<file path="src/rtl/seg_display_ctrl.sv">
// Seven-segment display controller: hex / unsigned-decimal view of a result
// value with a retriggerable timed message overlay. Decimal conversion is a
// sequential double-dabble whose result is latched only on completion.
module seg_display_ctrl #(
    parameter int DIGITS     = 6,
    parameter int VAL_W      = 24,
    parameter int TIMEOUT_MS = 3000,
    parameter int LZB        = 1
) (
    input  logic                  clk,
    input  logic                  rst,
    input  logic                  oneMsPulse,
    input  logic                  dispMode,
    input  logic [VAL_W-1:0]      Value,
    input  logic                  ShowMsg,
    input  logic [5*DIGITS-1:0]   MsgChars,
    output logic                  Busy,
    output logic                  OverlayActive,
    output logic [8*DIGITS-1:0]   HEX
);

    // Enough BCD digits to hold the largest VAL_W-bit value.
    localparam int NBCD  = (VAL_W * 3) / 10 + 1;
    // Only the digits that can actually be displayed are latched.
    localparam int NSHOW = (NBCD < DIGITS) ? NBCD : DIGITS;
    localparam int CNT_W = $clog2(VAL_W + 1);

    localparam logic [4:0] CH_E     = 5'h0E;
    localparam logic [4:0] CH_R     = 5'h10;
    localparam logic [4:0] CH_BLANK = 5'h13;

    typedef enum logic [1:0] {
        ST_IDLE  = 2'd0,
        ST_SHIFT = 2'd1,
        ST_DONE  = 2'd2
    } conv_state_t;

    // ------------------------------------------------------------------
    // Decimal converter state
    // ------------------------------------------------------------------
    conv_state_t            state_reg, state_next;
    logic [VAL_W-1:0]       shift_reg, shift_next;
    logic [VAL_W-1:0]       last_conv_reg, last_conv_next;
    logic [4*NBCD-1:0]      bcd_reg, bcd_next;
    logic [CNT_W-1:0]       cnt_reg, cnt_next;
    logic [4*NSHOW-1:0]     dec_digits_reg, dec_digits_next;
    logic                   overflow_reg, overflow_next;

    logic [4*NBCD-1:0]      bcd_adj;
    logic [4*NBCD-1:0]      bcd_shifted;
    logic                   ovf_calc;

    // ------------------------------------------------------------------
    // Overlay and display state
    // ------------------------------------------------------------------
    logic [5*DIGITS-1:0]    msg_reg;
    logic                   overlay_reg;
    logic [15:0]            ms_cnt_reg;
    logic [5*DIGITS-1:0]    char_reg, char_next;
    logic                   hex_err;
    logic [DIGITS-1:0]      dec_nz;
    logic                   unused_bits;

    // Add-3 correction applied to every BCD digit before each shift.
    generate
        for (genvar gi = 0; gi < NBCD; gi++) begin : g_adj
            assign bcd_adj[4*gi +: 4] = (bcd_reg[4*gi +: 4] >= 4'd5) ?
                                        (bcd_reg[4*gi +: 4] + 4'd3) :
                                        bcd_reg[4*gi +: 4];
        end
    endgenerate

    // The top adjusted bit can never be set for a correctly sized NBCD.
    assign bcd_shifted = {bcd_adj[4*NBCD-2:0], shift_reg[VAL_W-1]};

    // Decimal overflow: any BCD digit beyond the physical displays.
    generate
        if (NBCD > DIGITS) begin : g_ovf
            assign ovf_calc = |bcd_reg[4*NBCD-1:4*DIGITS];
        end else begin : g_no_ovf
            assign ovf_calc = 1'b0;
        end
    endgenerate

    // Hex overflow: value bits above the displayable nibbles.
    generate
        if (VAL_W > 4*DIGITS) begin : g_hex_err
            assign hex_err = |Value[VAL_W-1:4*DIGITS];
        end else begin : g_no_hex_err
            assign hex_err = 1'b0;
        end
    endgenerate

    assign Busy          = (state_reg != ST_IDLE);
    assign OverlayActive = overlay_reg;

    // Converter next-state and datapath; a Value change restarts the shift.
    always_comb begin
        state_next      = state_reg;
        shift_next      = shift_reg;
        last_conv_next  = last_conv_reg;
        bcd_next        = bcd_reg;
        cnt_next        = cnt_reg;
        dec_digits_next = dec_digits_reg;
        overflow_next   = overflow_reg;
        case (state_reg)
            ST_IDLE: begin
                if (Value != last_conv_reg) begin
                    shift_next     = Value;
                    last_conv_next = Value;
                    bcd_next       = '0;
                    cnt_next       = CNT_W'(VAL_W);
                    state_next     = ST_SHIFT;
                end
            end
            ST_SHIFT: begin
                if (Value != last_conv_reg) begin
                    shift_next     = Value;
                    last_conv_next = Value;
                    bcd_next       = '0;
                    cnt_next       = CNT_W'(VAL_W);
                end else begin
                    bcd_next   = bcd_shifted;
                    shift_next = {shift_reg[VAL_W-2:0], 1'b0};
                    cnt_next   = cnt_reg - CNT_W'(1);
                    if (cnt_reg == CNT_W'(1)) begin
                        state_next = ST_DONE;
                    end
                end
            end
            ST_DONE: begin
                dec_digits_next = bcd_reg[4*NSHOW-1:0];
                overflow_next   = ovf_calc;
                state_next      = ST_IDLE;
            end
            default: begin
                state_next = ST_IDLE;
            end
        endcase
    end

    // Converter registers.
    always_ff @(posedge clk or posedge rst) begin
        if (rst) begin
            state_reg      <= ST_IDLE;
            shift_reg      <= '0;
            last_conv_reg  <= '0;
            bcd_reg        <= '0;
            cnt_reg        <= '0;
            dec_digits_reg <= '0;
            overflow_reg   <= 1'b0;
        end else begin
            state_reg      <= state_next;
            shift_reg      <= shift_next;
            last_conv_reg  <= last_conv_next;
            bcd_reg        <= bcd_next;
            cnt_reg        <= cnt_next;
            dec_digits_reg <= dec_digits_next;
            overflow_reg   <= overflow_next;
        end
    end

    // Overlay timer: ShowMsg (re)captures and restarts, and wins over timeout.
    always_ff @(posedge clk or posedge rst) begin
        if (rst) begin
            msg_reg     <= {DIGITS{CH_BLANK}};
            overlay_reg <= 1'b0;
            ms_cnt_reg  <= '0;
        end else if (ShowMsg) begin
            msg_reg     <= MsgChars;
            overlay_reg <= 1'b1;
            ms_cnt_reg  <= '0;
        end else if (overlay_reg && oneMsPulse) begin
            if (ms_cnt_reg == 16'(TIMEOUT_MS - 1)) begin
                overlay_reg <= 1'b0;
            end else begin
                ms_cnt_reg <= ms_cnt_reg + 16'd1;
            end
        end
    end

    // Per-digit source selection and segment encoding.
    generate
        for (genvar gi = 0; gi < DIGITS; gi++) begin : g_digit
            localparam logic [4:0] ERR_CODE = (gi < 2)  ? CH_R :
                                              (gi == 2) ? CH_E : CH_BLANK;
            logic [3:0] hex_nib;
            logic [3:0] dec_nib;
            logic       lead_blank;

            if (4*gi + 4 <= VAL_W) begin : g_full
                assign hex_nib = Value[4*gi +: 4];
            end else if (4*gi < VAL_W) begin : g_part
                assign hex_nib = {{(4*gi + 4 - VAL_W){1'b0}}, Value[VAL_W-1:4*gi]};
            end else begin : g_pad
                assign hex_nib = 4'd0;
            end

            if (gi < NSHOW) begin : g_dec
                assign dec_nib = dec_digits_reg[4*gi +: 4];
            end else begin : g_dec_pad
                assign dec_nib = 4'd0;
            end

            assign dec_nz[gi] = |dec_nib;

            if (LZB == 0 || gi == 0) begin : g_no_blank
                assign lead_blank = 1'b0;
            end else if (gi == DIGITS - 1) begin : g_top_blank
                assign lead_blank = ~dec_nz[gi];
            end else begin : g_mid_blank
                assign lead_blank = ~dec_nz[gi] & ~(|dec_nz[DIGITS-1:gi+1]);
            end

            assign char_next[5*gi +: 5] =
                overlay_reg  ? msg_reg[5*gi +: 5] :
                dispMode     ? (hex_err ? ERR_CODE : {1'b0, hex_nib}) :
                overflow_reg ? ERR_CODE :
                lead_blank   ? CH_BLANK : {1'b0, dec_nib};

            hex_driver u_hex (
                .char_code (char_reg[5*gi +: 5]),
                .seg       (HEX[8*gi +: 8])
            );
        end
    endgenerate

    // Display character register: refreshed from the selected source every cycle.
    always_ff @(posedge clk or posedge rst) begin
        if (rst) begin
            char_reg <= {DIGITS{CH_BLANK}};
        end else begin
            char_reg <= char_next;
        end
    end

    assign unused_bits = &{1'b0, bcd_adj[4*NBCD-1], dec_nz};

endmodule

// Character code to active-low segments {dp, g, f, e, d, c, b, a}.
module hex_driver (
    input  logic [4:0] char_code,
    output logic [7:0] seg
);

    // Purely combinational glyph lookup; unknown codes show blank.
    always_comb begin
        seg = 8'hFF;
        case (char_code)
            5'h00: seg = 8'hC0;
            5'h01: seg = 8'hF9;
            5'h02: seg = 8'hA4;
            5'h03: seg = 8'hB0;
            5'h04: seg = 8'h99;
            5'h05: seg = 8'h92;
            5'h06: seg = 8'h82;
            5'h07: seg = 8'hF8;
            5'h08: seg = 8'h80;
            5'h09: seg = 8'h90;
            5'h0A: seg = 8'h88;
            5'h0B: seg = 8'h83;
            5'h0C: seg = 8'hC6;
            5'h0D: seg = 8'hA1;
            5'h0E: seg = 8'h86;
            5'h0F: seg = 8'h8E;
            5'h10: seg = 8'hAF;
            5'h11: seg = 8'hA3;
            5'h12: seg = 8'hC2;
            default: seg = 8'hFF;
        endcase
    end

endmodule

</file>
<file path="config.mk">
export PLATFORM = sky130hd
export DESIGN_NAME = seg_display_ctrl
export DESIGN_NICKNAME = d
export VERILOG_FILES = /design/src/rtl/seg_display_ctrl.sv
export SDC_FILE = /design/constraint.sdc
export NUM_CORES = 1
export LEC_CHECK = 0
export CAP_MARGIN = 20
export CORE_ASPECT_RATIO = 1.4
export CORE_MARGIN = 3
export CORE_UTILIZATION = 40
export DETAILED_ROUTE_END_ITERATION = 12
export PLACE_DENSITY = 0.65
export SLEW_MARGIN = 25
export SYNTH_ARGS = -nofsm -noshare
export SYNTH_HDL_FRONTEND = slang
export SYNTH_SLANG_ARGS = --single-unit
</file>
<file path="constraint.sdc">
create_clock -name clk -period 16.5 [get_ports clk]
set_clock_uncertainty 0.2 [all_clocks]
set_input_delay 2.475 -clock clk [delete_from_list [all_inputs] [get_ports clk]]
set_output_delay 2.475 -clock clk [all_outputs]
set_load 0.005 [all_outputs]
</file>
==> flow_summary.yaml <==
run_status:
  status: "finished clean"
synthesis:
  synth_edf_count: 0
  yosysUniqueCellTypes: 66
  avgSynthCellArea_sq_um: 9.54
  synth_warnings: 0
  synthCells: 1143
  ys_seq_area_frac: 0.438
  ys.flop_type: "dfrtp_1"
  synth_area_sq_um: 10900
  async_flop_share: 1.00
  yosys_register_bits: 189
finish:
  final_cell_mix: "152 x dfrtp_1, 128 x nand2_1, 101 x clkdlybuf4s50_1"
  drive_above_1_share: 0.116
  fin_nets: 1328
  largest_register_ffs: 32
  fin_util: 0.482
  area.growth.synth_to_final_pct: 16.8
  final_common_cell: "dfrtp_1"
setup_path:
  worst_ep_required_time_ps: 16670
  cp_max_fo: 39
  end_kind: "register"
  critPathLaunchType: "input pin"
  arrival_ps: 5680
  criticalPathCategory: "input pin to register"
timing:
  relSlewSlack: 0.376
  rsz0062_at_grt: "no"
  timing.final.crit_share: 0.334
  slew_violations: 0
  period_needed_ps: 5510
  fin_tns_setup_ps: 0
  final_hold_viol_count: 0
  fmax_mhz: 182
  worst_pin_slew_ps: 933
  finalSetupViolCount: 0
global_routing:
  grt_max_degree: 70
  grt_antenna_before_repair: 1
  grt_pass1_vias: 8229
  grt_pass1_wl_um: 42600
  grtUsageTotal: 0.178
  overflow: 0
routing:
  postRouteAntennaNets: 0
  num_vias: 8407
  wirelength_um: 26000
  first_pass_iters: 4
  route.detailed.wl_per_inst_um: 16.4
  viasPerCell: 5.30
  remaining_drc_errors: 0
  drt_iter0_drc: 425
cts:
  root_buffer: "clkbuf_16"
  hold_buffers: 0
  tritoncts: "done"
  cts_buffer_depth: 2
  clkSlewWorstSetupHoldPaths_ps: 70
  clock-sinks: 189
  htreeDepth: 4
  cts_buffers: 17
  cts_resized: 0
  post_cts_buffers: 0
  clk_latency_ps: 440
floorplanning:
  pin_count: 109
  start_util: 0.412
  fp.dieH_um: 201
  dieArea_sq_um: 29300
  core_sq_um: 26500
  die_x_um: 146
  row_count: 70
power_and_ir_drop:
  ir_drop_mv: 0.0722
  p_leak_nw: 5.33
  cellPowerDensity_nw_per_um2: 88.9
placement:
  place_congestion: 0.876
  hpwl_um: 18900
  portBuffers: 102
min_path:
  hp-class: "register to register"
run:
  maxCapViolCount: 0
==> kinds of logic after synthesis <==
logic type | share of synthesized area
xor+xnor | 0.0426
fa+ha+maj | 0.0654
other cells | 0.000344
simple gates | 0.142
compound gates | 0.178
flops | 0.438
buf+inv | 0.0503
mux | 0.0832
==> power breakdown <==
part / internal, mW / switching [mW]
clock network: 0.244 / 0.182
registers: 0.492 / 0.0310
logic: 0.0976 / 0.0861
total: 0.833 / 0.299
==> stage by stage <==
stage                     instances  power [mW]  instance area, sq um  hold WS (ps)  setup slack (ps)
after floorplan                1148       0.631                 10900           246              8740
after global placement         1553       0.713                 12100           264             10610
after detailed placement       1553       0.716                 12100           270             10570
after CTS                      1585        1.14                 12700           285             11010
after global routing           1586        1.18                 12700           297             10820
final                          1586        1.13                 12700           283             10990
==> Yosys cell counts, drive strengths merged (9+ instances only) <==
master / number / area share
o21ai: 136 / 0.063
a22oi: 11 / 0.0076
o31ai: 12 / 0.010
nor4: 10 / 0.011
nand3: 9 / 0.0041
a21boi: 18 / 0.012
xor2: 38 / 0.031
a31oi: 19 / 0.011
mux2: 69 / 0.071
nand2: 128 / 0.044
dfrtp: 153 / 0.35
ha: 57 / 0.065
nor3: 14 / 0.0075
clkbuf: 42 / 0.014
a211oi: 9 / 0.0062
xnor2: 15 / 0.012
a21oi: 59 / 0.027
mux2i: 13 / 0.012
dfstp: 36 / 0.087
buf: 26 / 0.018
nand2b: 17 / 0.0098
nor2: 95 / 0.033
nor2b: 12 / 0.0069
inv: 52 / 0.018
==> layer usage <==
| layer | routed length (um) | track usage |
|---|---|---|
| met5 | 0 | 0 |
| met1 | 11200 | 0.219 |
| met3 | 885 | 0.0302 |
| met4 | 626 | 0.0611 |
| met2 | 13300 | 0.314 |
==> cell type report <==
cell class	instances	area, sq um
Antenna cell	1	2.50
Clock buffer	20	447
Clock inverter	12	160
Fill cell	2503	13700
Inverter	53	204
Multi-Input combinational cell	838	5600
Sequential cell	189	4780
Tap cell	360	450
Timing Repair Buffer	113	1100
==> critical path: stages <==
cell and delay (ps):
clkdlybuf4s50_1 490, xor2_1 180, nor4_1 580, nand2_1 380, o31ai_4 800, buf_4 520, a21o_1 140, a32o_1 120
==> worst paths after layout <==
| check | slack [ps] | start | depth (start not counted) | end |
|---|---|---|---|---|
| min in group asynchronous | 2230 | rst | 2 | dec_digits_reg[16] |
| min | 280 | msg_reg[19] | 2 | char_reg[19] |
| max in group asynchronous | 12620 | rst | 3 | ms_cnt_reg[9] |
| max reg2reg | 13160 | last_conv_reg[16] | 7 | bcd_reg[7] |
| max | 10990 | Value[16] | 8 | bcd_reg[7] |
| min reg2reg | 280 | msg_reg[19] | 2 | char_reg[19] |
Power figures use the tool's default switching activity.
